$ cat src/rtl/bubble_ctrl_conditioner_if.sv
// Bubble control bus between the host-side pins, the conditioner and the
// emulator core.
//   nEN                     module enable, active-low
//   nBSS_IN .. nSWAPEN_IN   raw asynchronous host controls, active-low
//   SEQERR_CLR              synchronous clear pulse for SEQERR
//   nBSS .. nSWAPEN         filtered controls to the emulator core
//   FALLSTB / RISESTB       one-cycle edge strobes (0=BSS 1=BSEN 2=REPEN 3=BOOTEN 4=SWAPEN)
//   SEQSTATE                monitor state (0=IDLE 1=STANDBY 2=ACCESS)
//   SEQERR                  sticky protocol-error flag
//   ACCESSCNT               saturating count of ACCESS entries
// master: host/core side; slave: the conditioner.
interface bubble_ctrl_conditioner_if;
    logic        nEN;
    logic        nBSS_IN, nBSEN_IN, nREPEN_IN, nBOOTEN_IN, nSWAPEN_IN;
    logic        SEQERR_CLR;
    logic        nBSS, nBSEN, nREPEN, nBOOTEN, nSWAPEN;
    logic [4:0]  FALLSTB;
    logic [4:0]  RISESTB;
    logic [1:0]  SEQSTATE;
    logic        SEQERR;
    logic [15:0] ACCESSCNT;

    modport master (
        output nEN, nBSS_IN, nBSEN_IN, nREPEN_IN, nBOOTEN_IN, nSWAPEN_IN, SEQERR_CLR,
        input  nBSS, nBSEN, nREPEN, nBOOTEN, nSWAPEN, FALLSTB, RISESTB,
               SEQSTATE, SEQERR, ACCESSCNT
    );

    modport slave (
        input  nEN, nBSS_IN, nBSEN_IN, nREPEN_IN, nBOOTEN_IN, nSWAPEN_IN, SEQERR_CLR,
        output nBSS, nBSEN, nREPEN, nBOOTEN, nSWAPEN, FALLSTB, RISESTB,
               SEQSTATE, SEQERR, ACCESSCNT
    );
endinterface

$ cat src/rtl/bubble_ctrl_conditioner.sv
// Bubble control conditioner: synchronises the five raw host controls into
// the MCLK domain, glitch-filters them, produces edge strobes, and runs a
// BSS/BSEN sequence monitor with a sticky error flag and an access counter.
// Ports:
//   MCLK    48 MHz system clock
//   nRESET  asynchronous active-low reset
//   bus     bubble_ctrl_conditioner_if.slave (controls, strobes, monitor)
module bubble_ctrl_conditioner #(
    parameter int unsigned FILTER_LEN = 8,   // 1..15
    parameter int unsigned CNT_W      = 4    // 2**CNT_W > FILTER_LEN
) (
    input  logic                        MCLK,
    input  logic                        nRESET,
    bubble_ctrl_conditioner_if.slave    bus
);

    typedef enum logic [1:0] {
        IDLE    = 2'd0,
        STANDBY = 2'd1,
        ACCESS  = 2'd2
    } seq_t;

    logic [4:0]       raw;
    logic [4:0]       sync1, sync2;
    logic [4:0]       filt, filt_nxt, tog;
    logic [4:0]       fall_q, rise_q;
    logic [CNT_W-1:0] cnt     [5];
    logic [CNT_W-1:0] cnt_nxt [5];

    seq_t             state;
    logic             seqerr;
    logic [15:0]      acc_cnt;

    assign raw = {bus.nSWAPEN_IN, bus.nBOOTEN_IN, bus.nREPEN_IN, bus.nBSEN_IN, bus.nBSS_IN};

    // Filter: a new level must be seen on FILTER_LEN consecutive samples;
    // any agreeing sample restarts the count. Disabled -> inactive, idle.
    always_comb begin
        for (int unsigned i = 0; i < 5; i++) begin
            tog[i]      = 1'b0;
            cnt_nxt[i]  = '0;
            filt_nxt[i] = 1'b1;
            if (!bus.nEN) begin
                filt_nxt[i] = filt[i];
                if (sync2[i] != filt[i]) begin
                    if (cnt[i] == CNT_W'(FILTER_LEN - 1)) begin
                        tog[i]      = 1'b1;
                        filt_nxt[i] = ~filt[i];
                    end else begin
                        cnt_nxt[i] = cnt[i] + 1'b1;
                    end
                end
            end
        end
    end

    // Strobes are registered together with the filtered level so they line
    // up with the cycle in which the filtered output changes.
    always_ff @(posedge MCLK or negedge nRESET) begin
        if (!nRESET) begin
            sync1  <= '1;
            sync2  <= '1;
            filt   <= '1;
            fall_q <= '0;
            rise_q <= '0;
            cnt    <= '{default: '0};
        end else begin
            sync1  <= raw;
            sync2  <= sync1;
            filt   <= filt_nxt;
            cnt    <= cnt_nxt;
            fall_q <= tog & filt;
            rise_q <= tog & ~filt;
        end
    end

    // Sequence monitor. A clear pulse is scheduled first so that an error
    // raised in the same cycle overrides it.
    always_ff @(posedge MCLK or negedge nRESET) begin
        if (!nRESET) begin
            state   <= IDLE;
            seqerr  <= 1'b0;
            acc_cnt <= '0;
        end else if (bus.nEN) begin
            state <= IDLE;
        end else begin
            if (bus.SEQERR_CLR)
                seqerr <= 1'b0;
            case (state)
                IDLE: begin
                    if (fall_q[0]) begin
                        if (fall_q[1]) begin
                            state <= ACCESS;
                            if (acc_cnt != '1)
                                acc_cnt <= acc_cnt + 16'd1;
                        end else begin
                            state <= STANDBY;
                        end
                    end else if (fall_q[1]) begin
                        seqerr <= 1'b1;
                    end
                end
                STANDBY: begin
                    if (fall_q[1]) begin
                        state <= ACCESS;
                        if (acc_cnt != '1)
                            acc_cnt <= acc_cnt + 16'd1;
                    end else if (rise_q[0]) begin
                        state <= IDLE;
                    end
                end
                ACCESS: begin
                    if (rise_q[0]) begin
                        state <= IDLE;
                        if (!rise_q[1])
                            seqerr <= 1'b1;
                    end else if (rise_q[1]) begin
                        state <= STANDBY;
                    end
                end
                default: state <= IDLE;
            endcase
        end
    end

    assign bus.nBSS      = filt[0];
    assign bus.nBSEN     = filt[1];
    assign bus.nREPEN    = filt[2];
    assign bus.nBOOTEN   = filt[3];
    assign bus.nSWAPEN   = filt[4];
    assign bus.FALLSTB   = fall_q;
    assign bus.RISESTB   = rise_q;
    assign bus.SEQSTATE  = state;
    assign bus.SEQERR    = seqerr;
    assign bus.ACCESSCNT = acc_cnt;

endmodule

$ cat src/flat_wrapper.sv
// flat-port wrapper written by rule: the top's interface ports become plain ports
module bubble_ctrl_conditioner_flat 
#(
    parameter int unsigned FILTER_LEN = 8,           
    parameter int unsigned CNT_W      = 4                            
)
  (MCLK, nRESET, bus_nEN, bus_nBSS_IN, bus_nBSEN_IN, bus_nREPEN_IN, bus_nBOOTEN_IN, bus_nSWAPEN_IN, bus_SEQERR_CLR, bus_nBSS, bus_nBSEN, bus_nREPEN, bus_nBOOTEN, bus_nSWAPEN, bus_FALLSTB, bus_RISESTB, bus_SEQSTATE, bus_SEQERR, bus_ACCESSCNT);
  bubble_ctrl_conditioner_if bus_i ();
  input  logic MCLK;
  input  logic nRESET;
  input wire logic [$bits(bus_i.nEN)-1:0] bus_nEN;
  input wire logic [$bits(bus_i.nBSS_IN)-1:0] bus_nBSS_IN;
  input wire logic [$bits(bus_i.nBSEN_IN)-1:0] bus_nBSEN_IN;
  input wire logic [$bits(bus_i.nREPEN_IN)-1:0] bus_nREPEN_IN;
  input wire logic [$bits(bus_i.nBOOTEN_IN)-1:0] bus_nBOOTEN_IN;
  input wire logic [$bits(bus_i.nSWAPEN_IN)-1:0] bus_nSWAPEN_IN;
  input wire logic [$bits(bus_i.SEQERR_CLR)-1:0] bus_SEQERR_CLR;
  output wire logic [$bits(bus_i.nBSS)-1:0] bus_nBSS;
  output wire logic [$bits(bus_i.nBSEN)-1:0] bus_nBSEN;
  output wire logic [$bits(bus_i.nREPEN)-1:0] bus_nREPEN;
  output wire logic [$bits(bus_i.nBOOTEN)-1:0] bus_nBOOTEN;
  output wire logic [$bits(bus_i.nSWAPEN)-1:0] bus_nSWAPEN;
  output wire logic [$bits(bus_i.FALLSTB)-1:0] bus_FALLSTB;
  output wire logic [$bits(bus_i.RISESTB)-1:0] bus_RISESTB;
  output wire logic [$bits(bus_i.SEQSTATE)-1:0] bus_SEQSTATE;
  output wire logic [$bits(bus_i.SEQERR)-1:0] bus_SEQERR;
  output wire logic [$bits(bus_i.ACCESSCNT)-1:0] bus_ACCESSCNT;
  assign bus_i.nEN = bus_nEN;
  assign bus_i.nBSS_IN = bus_nBSS_IN;
  assign bus_i.nBSEN_IN = bus_nBSEN_IN;
  assign bus_i.nREPEN_IN = bus_nREPEN_IN;
  assign bus_i.nBOOTEN_IN = bus_nBOOTEN_IN;
  assign bus_i.nSWAPEN_IN = bus_nSWAPEN_IN;
  assign bus_i.SEQERR_CLR = bus_SEQERR_CLR;
  assign bus_nBSS = bus_i.nBSS;
  assign bus_nBSEN = bus_i.nBSEN;
  assign bus_nREPEN = bus_i.nREPEN;
  assign bus_nBOOTEN = bus_i.nBOOTEN;
  assign bus_nSWAPEN = bus_i.nSWAPEN;
  assign bus_FALLSTB = bus_i.FALLSTB;
  assign bus_RISESTB = bus_i.RISESTB;
  assign bus_SEQSTATE = bus_i.SEQSTATE;
  assign bus_SEQERR = bus_i.SEQERR;
  assign bus_ACCESSCNT = bus_i.ACCESSCNT;
  bubble_ctrl_conditioner #(.FILTER_LEN(FILTER_LEN), .CNT_W(CNT_W)) u_core (.MCLK(MCLK), .nRESET(nRESET), .bus(bus_i));
endmodule
$ cat config.mk
export PLATFORM = sky130hd
export DESIGN_NAME = bubble_ctrl_conditioner_flat
export DESIGN_NICKNAME = d
export VERILOG_FILES = /design/src/rtl/bubble_ctrl_conditioner_if.sv /design/src/rtl/bubble_ctrl_conditioner.sv /design/src/flat_wrapper.sv
export SDC_FILE = /design/constraint.sdc
export NUM_CORES = 1
export LEC_CHECK = 0
export ABC_AREA = 0
export CORE_AREA = 2 2 58 87
export CTS_CLUSTER_DIAMETER = 80
export DETAILED_ROUTE_END_ITERATION = 10
export DIE_AREA = 0 0 60 89
export DONT_BUFFER_PORTS = 1
export PLACE_DENSITY = 0.8
export SETUP_SLACK_MARGIN = 0.02
export SLEW_MARGIN = 25
export SYNTH_ARGS = -nofsm -noshare
export SYNTH_HDL_FRONTEND = slang
export SYNTH_SLANG_ARGS = --single-unit
export TNS_END_PERCENT = 1
$ cat constraint.sdc
create_clock -name MCLK -period 2.2 [get_ports MCLK]
set_input_delay 0.11 -clock MCLK [delete_from_list [all_inputs] [get_ports MCLK]]
set_output_delay 0.11 -clock MCLK [all_outputs]
set_load 0.01 [all_outputs]
Yosys cells after proc, flatten, opt, wreduce, memory -nomap -nowiden
Cells that the tools add are included.
{ "op_classes": {"eq_ne": 17, "bitwise": 9, "reduce_logical": 19, "add_sub_neg": 6, "mux": 63} }
{ "op_table": {"columns": ["operator", "count"], "rows": [
  ["$mux 4", 15],
  ["$mux 16", 3],
  ["$mux 1", 35],
  ["$pmux 16 s2", 1],
  ["$reduce_bool 2->1", 11],
  ["$add 4x1->4 const B", 5],
  ["$eq 4x3->1 const B", 5],
  ["$add 16x1->16 const B", 1],
  ["$ne 16x16->1 const B", 1],
  ["$mux 2", 7],
  ["$and 5x5->5", 2],
  ["$reduce_and 2->1", 5],
  ["$ne 4x2->1 const B", 2],
  ["$not 1->1", 6],
  ["$pmux 2 s3", 1],
  ["$reduce_and 3->1", 2],
  ["$ne 1x1->1", 5],
  ["$not 5->5", 1],
  ["$ne 3x2->1 const B", 1],
  ["$eq 2x1->1 const B", 1],
  ["$eq 2x2->1 const B", 1],
  ["$logic_not 2->1", 1],
  ["$ne 2x1->1 const B", 1],
  ["$pmux 1 s2", 1]
]} }
{ "word_totals": {"word_cells": 131, "output_inout_bits": 34, "register_bits": 64, "input_bits": 9} }

Depth between registers and ports, before layout
{ "depth": {"depth_word": 5, "depth_mapped": 6, "depth_no_buf": 5} }

Worst setup path after synthesis
No wires, ideal clock.
{ "synth_timing": {"kind": "reg-to-reg", "from": "register u_core.state[1] (netlist: u_core.bus.SEQSTATE[1])", "to": "register u_core.acc_cnt[1] (netlist: u_core.bus.ACCESSCNT[1])", "required_time_ps": 2072, "path_buffers": 2, "period_less_slack_ps": 1905, "setup_ps": 128, "t_arrival_ps": 1777, "slack_ps": 295, "path_stages_with_launch": 7, "path_cell_list": "dfrtp_1 -> buf_6 -> or3b_4 -> or2_0 -> buf_6 -> nor2_1 -> mux2_1"} }
{ "synth_between": {"elab_chain_len": 3, "elab_cells_between_ends": 6, "classes_between": "2 x eq/ne; 1 x mux; 3 x reduce/logical"} }
{ "synth_rtl": {"columns": ["item", "line", "rtl"], "rows": [
  ["start, declared", "bubble_ctrl_conditioner.sv:30", "seq_t state;"],
  ["start signal, assigned", "bubble_ctrl_conditioner.sv:81", "state <= IDLE;"],
  ["start signal, assigned", "bubble_ctrl_conditioner.sv:85", "state <= IDLE;"],
  ["start signal, assigned", "bubble_ctrl_conditioner.sv:93", "state <= ACCESS;"],
  ["$logic_not 2->1 or $eq 2x1->1 (tied branches)", "bubble_ctrl_conditioner.sv:89", "case (state)"],
  ["$ne 2x1->1 (no source line) or $reduce_bool 2->1 (tied branches)", null, null],
  ["$reduce_and 3->1 (no source line)", null, null],
  ["end signal, assigned", "bubble_ctrl_conditioner.sv:95", "acc_cnt <= acc_cnt + 16'd1;"],
  ["end signal, assigned", "bubble_ctrl_conditioner.sv:107", "acc_cnt <= acc_cnt + 16'd1;"],
  ["end, declared", "bubble_ctrl_conditioner.sv:32", "logic [15:0] acc_cnt;"]
]} }
Parallel ways exist; a longest one is shown, timed or not.
A chain may end at the register's enable or synchronous reset.

Final worst setup path
{ "layout_timing": {"from": "register u_core.acc_cnt[0] (netlist: u_core.bus.ACCESSCNT[0])", "to": "register u_core.acc_cnt[12] (netlist: u_core.bus.ACCESSCNT[12])"} }
{ "layout_between": {"elab_chain_len": 5, "elab_cells_between_ends": 6, "classes_between": "1 x add/sub; 1 x eq/ne; 4 x mux"} }
{ "layout_rtl": {"columns": ["item", "line", "rtl"], "rows": [
  ["$add 16x1->16 or $ne 16x16->1 (tied branches)", null, null],
  ["$mux 16 (*)", "bubble_ctrl_conditioner.sv:94, bubble_ctrl_conditioner.sv:106", null],
  ["$mux 16 (*)", "bubble_ctrl_conditioner.sv:104", "if (fall_q[1]) begin"],
  ["$mux 16", "bubble_ctrl_conditioner.sv:91", "if (fall_q[0]) begin"],
  ["$pmux 16 s2 (*)", "bubble_ctrl_conditioner.sv:89", null]
]} }
Mark *: on every way between the ends. The rest lies on a longest branch, timed or not. The select of a mux whose other input is x is not followed.

==> metrics.md <==
| Metric | Value |
|---|---|
| Final Power | 0.00219 W |
| Cell Area, Synth | 0.00273 sq mm |
| Lkg Pwr | 1.43 nW |
| Type of origin of the critical path | flip-flop |
| Sink Count | 64 |
| Top cell type by total area after synthesis | dfrtp_1 |
| GPL Wtd Cong | 0.750 |
| Slew Limit Fails | 0 |
| Clock share of power | 41.1% |
| Unrepaired setup endpoints after global routing | false |
| Min Tclk post-route | 1.94 ns |
| Sw Ratio | 20.8% |
| GRT overflow | 0 |
| Syn Area/Cell | 11.7 sq um |
| Yosys reg bits | 64 |
| WL/cell | 14.5 um |
| Comb pwr share | 3.4% |
| Mapped Cells | 232 |
| Switching pwr | 0.000456 W |
| Die area | 0.00534 sq mm |
| Gr usage total | 20.1% |
| Area grow syn2layout | 13.8% |
| H-tree Lvls | 3 |
| Fmax | 516 MHz |
| Slowest cell on crit path | nor4_2 |
| FF-to-FF path depth | 5 |
| Max Cap Viol | 0 |
| Clock transition at the registers of the reported paths | 0.06 ns |
| Met3 GRT Util | 8.39% |
| Core Rows | 30 |
| Slew @ Worst Pin | 0.775 ns |
| Leading cell types by total area after synthesis | dfrtp_1 (45%), dfstp_2 (14%), nor3_1 (3.3%) |
| Postcts setup bufs | 0 |
| IO Pins | 43 |
| Placed instance area | 0.00281 sq mm |
| Commonest cells in the synthesized netlist | dfrtp_1 (49), nor2_1 (22), nor3_1 (18), dfstp_2 (15), nand2_1 (13) |
| Critical path class | flip-flop to flip-flop |
| Core area | 0.00454 sq mm |
| CTS buffer count | 9 |
| Grt met1 use | 21.0% |
| Power Density | 707 mW/mm^2 |
| Starting Density | 60.0% |
| Fillers | 329 |
| Ys flop type | dfrtp_1 |
| Antenna cells | 0 |
| Critical Path, Cell by Cell | ha_1 > nand4_2 > nor4_2 > nand4_1 > mux2_2 |
| Hold_buf cts | 9 |
| Final hold slack | 0.0437 ns |
| Crit path capture | u_core.bus.ACCESSCNT[12] |
| Chip Height | 89 um |
| Post-synth EDFFs | 0 |
| Status | complete, no violations |
| Vias in the first global route | 1,782 |
| # nets final | 268 |
| Setup tns final | 0 ns |
| Final worst setup slack | 0.264 ns |
| WP data arrival | 2.16 ns |
| Cell Int Power | 0.00174 W |
| First-pass GRT wire length | 7710 um |
| Met2 Usage GRT | 33.6% |
| Worst slew margin | 48.2% |
| Pre-Repair DR Iteration Count | 6 |
| Critical Path Stages | 5 |
| Final WL | 4680 um |
| Setup Skew | 0.00604 ns |
| Most frequent cell after synthesis | dfrtp_1 |
| Crit share post-route | 88.0% |
| CP required | 2.42 ns |
| Largest net degree at the start of global routing | 65 |
| Synth cell types | 41 |
| Synth async-reset ratio | 100% |
| Detail Route Antenna Nets | 0 |
| Origin of the worst setup path | u_core.bus.ACCESSCNT[0] |
| CTS tree | done |
| CP peak stage delay | 0.46 ns |
| # setup viols final | 0 |
| Sequential area share after synthesis | 59.5% |
| Crit-path max FO | 6 |
| YS warnings | 0 |
| Top cell type's share of synthesized area | 45.0% |
| Seq pwr share | 55.5% |
| Worst-skew pair later-pin latency | 0.33 ns |
| Clock Tree Root | clkbuf_8 |
| Reg-to-reg slack, setup | 0.26 ns |
| Drc violations | 0 |
| Most Crowded Layer GR | met2 |
| HPWL after DPL | 3230 um |
| Final Hold Viols | 0 |
| Final Cell Area | 0.00310 sq mm |
| R2R Path Start | u_core.bus.ACCESSCNT[0] |
| Worst R2R End | u_core.bus.ACCESSCNT[12] |
| Via count | 1,801 |
| CTS Buffer Depth | 2 |
| Die Wd | 60 um |
| IO buf count | 0 |
| Crit-path leading delay family | simple AND/OR/NAND/NOR gates |
| Iteration-0 DRC Markers | 62 |
| Post-Syn Nets | 247 |
| Maximum vdd drop | 0.517 mV |
| Worst Setup End Kind | flip-flop |
| Via-to-Cell Ratio | 5.59 |
| Bufs and invs on worst path | 0 |
| Share of cells above drive strength 1 | 16.7% |
| CTS resizes | 0 |
| Worst slack at placement | 0.267 ns |
| Antenna violations before repair | 0 |
| Worst Hold Class | primary input to flip-flop |
## metal layers
layer / part of all wire, % / wire, um
met1: 40 / 1860
met2: 51 / 2390
met3: 7.1 / 332
met4: 2.1 / 100
met5: 0 / 0
## cells in the final DEF, fill, tap and decap left out, types with 6 or more instances in the layout
cell           instances
a21oi_1                7
clkbuf_8              12
dfrtp_1               49
dfstp_2               15
dlygate4sd3_1          8
ha_1                   6
inv_1                 10
nand2_1               13
nand3_1                9
nor2_1                22
nor3_1                18
xnor2_1                7
xor2_1                10
## worst reg2reg max path, delay by kind of cell (launching register included)
family | cells | cell delay [ns]
adders and majority gates | 1 | 0.23
DFF | 1 | 0.45
muxes | 1 | 0.29
and+or+nand+nor | 3 | 0.86
## flip-flops by register name, indices dropped and copies added, names as in the netlist
register and flops:
u_core.sync1 5, u_core.bus.ACCESSCNT 16, u_core.cnt 20, u_core.bus.FALLSTB 5, u_core.bus.RISESTB 5, u_core.bus.SEQSTATE 2
u_core.bus.SEQERR 1, u_core.sync2 5, u_core.filt 5
## how the worst min path moves through the flow
| stage | start | endpoint | slack, ns | cells past startpoint |
|---|---|---|---|---|
| 2_1_floorplan | nRESET | u_core.bus.ACCESSCNT[0] | -0.19 | 0 |
| 3_3_place_gp | nRESET | u_core.bus.ACCESSCNT[9] | -0.18 | 0 |
| 3_5_place_dp | nRESET | u_core.bus.ACCESSCNT[9] | -0.18 | 0 |
| 4_1_cts | bus_nEN | u_core.cnt[1] | 0.03 | 2 |
| 5_1_grt | bus_nEN | u_core.cnt[1] | 0.05 | 2 |
| 6_report | bus_nEN | u_core.cnt[1] | 0.04 | 2 |
## cell type report
cell class / instances / area, sq um / share of cell area [%]
inverters: 10 / 37.5 / 1.21
clock buffers: 16 / 180 / 5.81
repair buffers: 14 / 145 / 4.68
flip-flops and latches: 64 / 1620 / 52.3
well taps: 64 / 80.1 / 2.58
multi-input cells: 154 / 1040 / 33.5
## cell families (layout without fill, tap and decap cells)
family,after synthesis,after routing,synth area share (%)
AOI/OAI and AO/OA,28,28,7.02
xor gates and xnor gates,17,17,5.46
adders and majority gates,6,6,2.75
buffers and inverters,14,40,2.48
DFF,64,64,59.5
muxes,2,2,0.826
and+or+nand+nor,101,101,22.0
## per-stage QoR
| stage | util, % | instances |
|---|---|---|
| after global routing | 68.3 | 322 |
| after CTS | 68.3 | 322 |
| after detailed placement | 61.9 | 297 |
| final | 68.3 | 322 |
| after global placement | 61.9 | 297 |
| after floorplan | - | 232 |
## power by group through the flow
stage	Sequential, W	Combinational, W	Clock, W
floorplan	0.00123	0.0000297	0
global placement	0.00124	0.0000290	0
detailed placement	0.00124	0.0000306	0
CTS	0.00122	0.0000759	0.000927
global route	0.00122	0.0000849	0.000990
finish	0.00122	0.0000736	0.000901
Note: power is estimated with default switching activity, not from simulation.
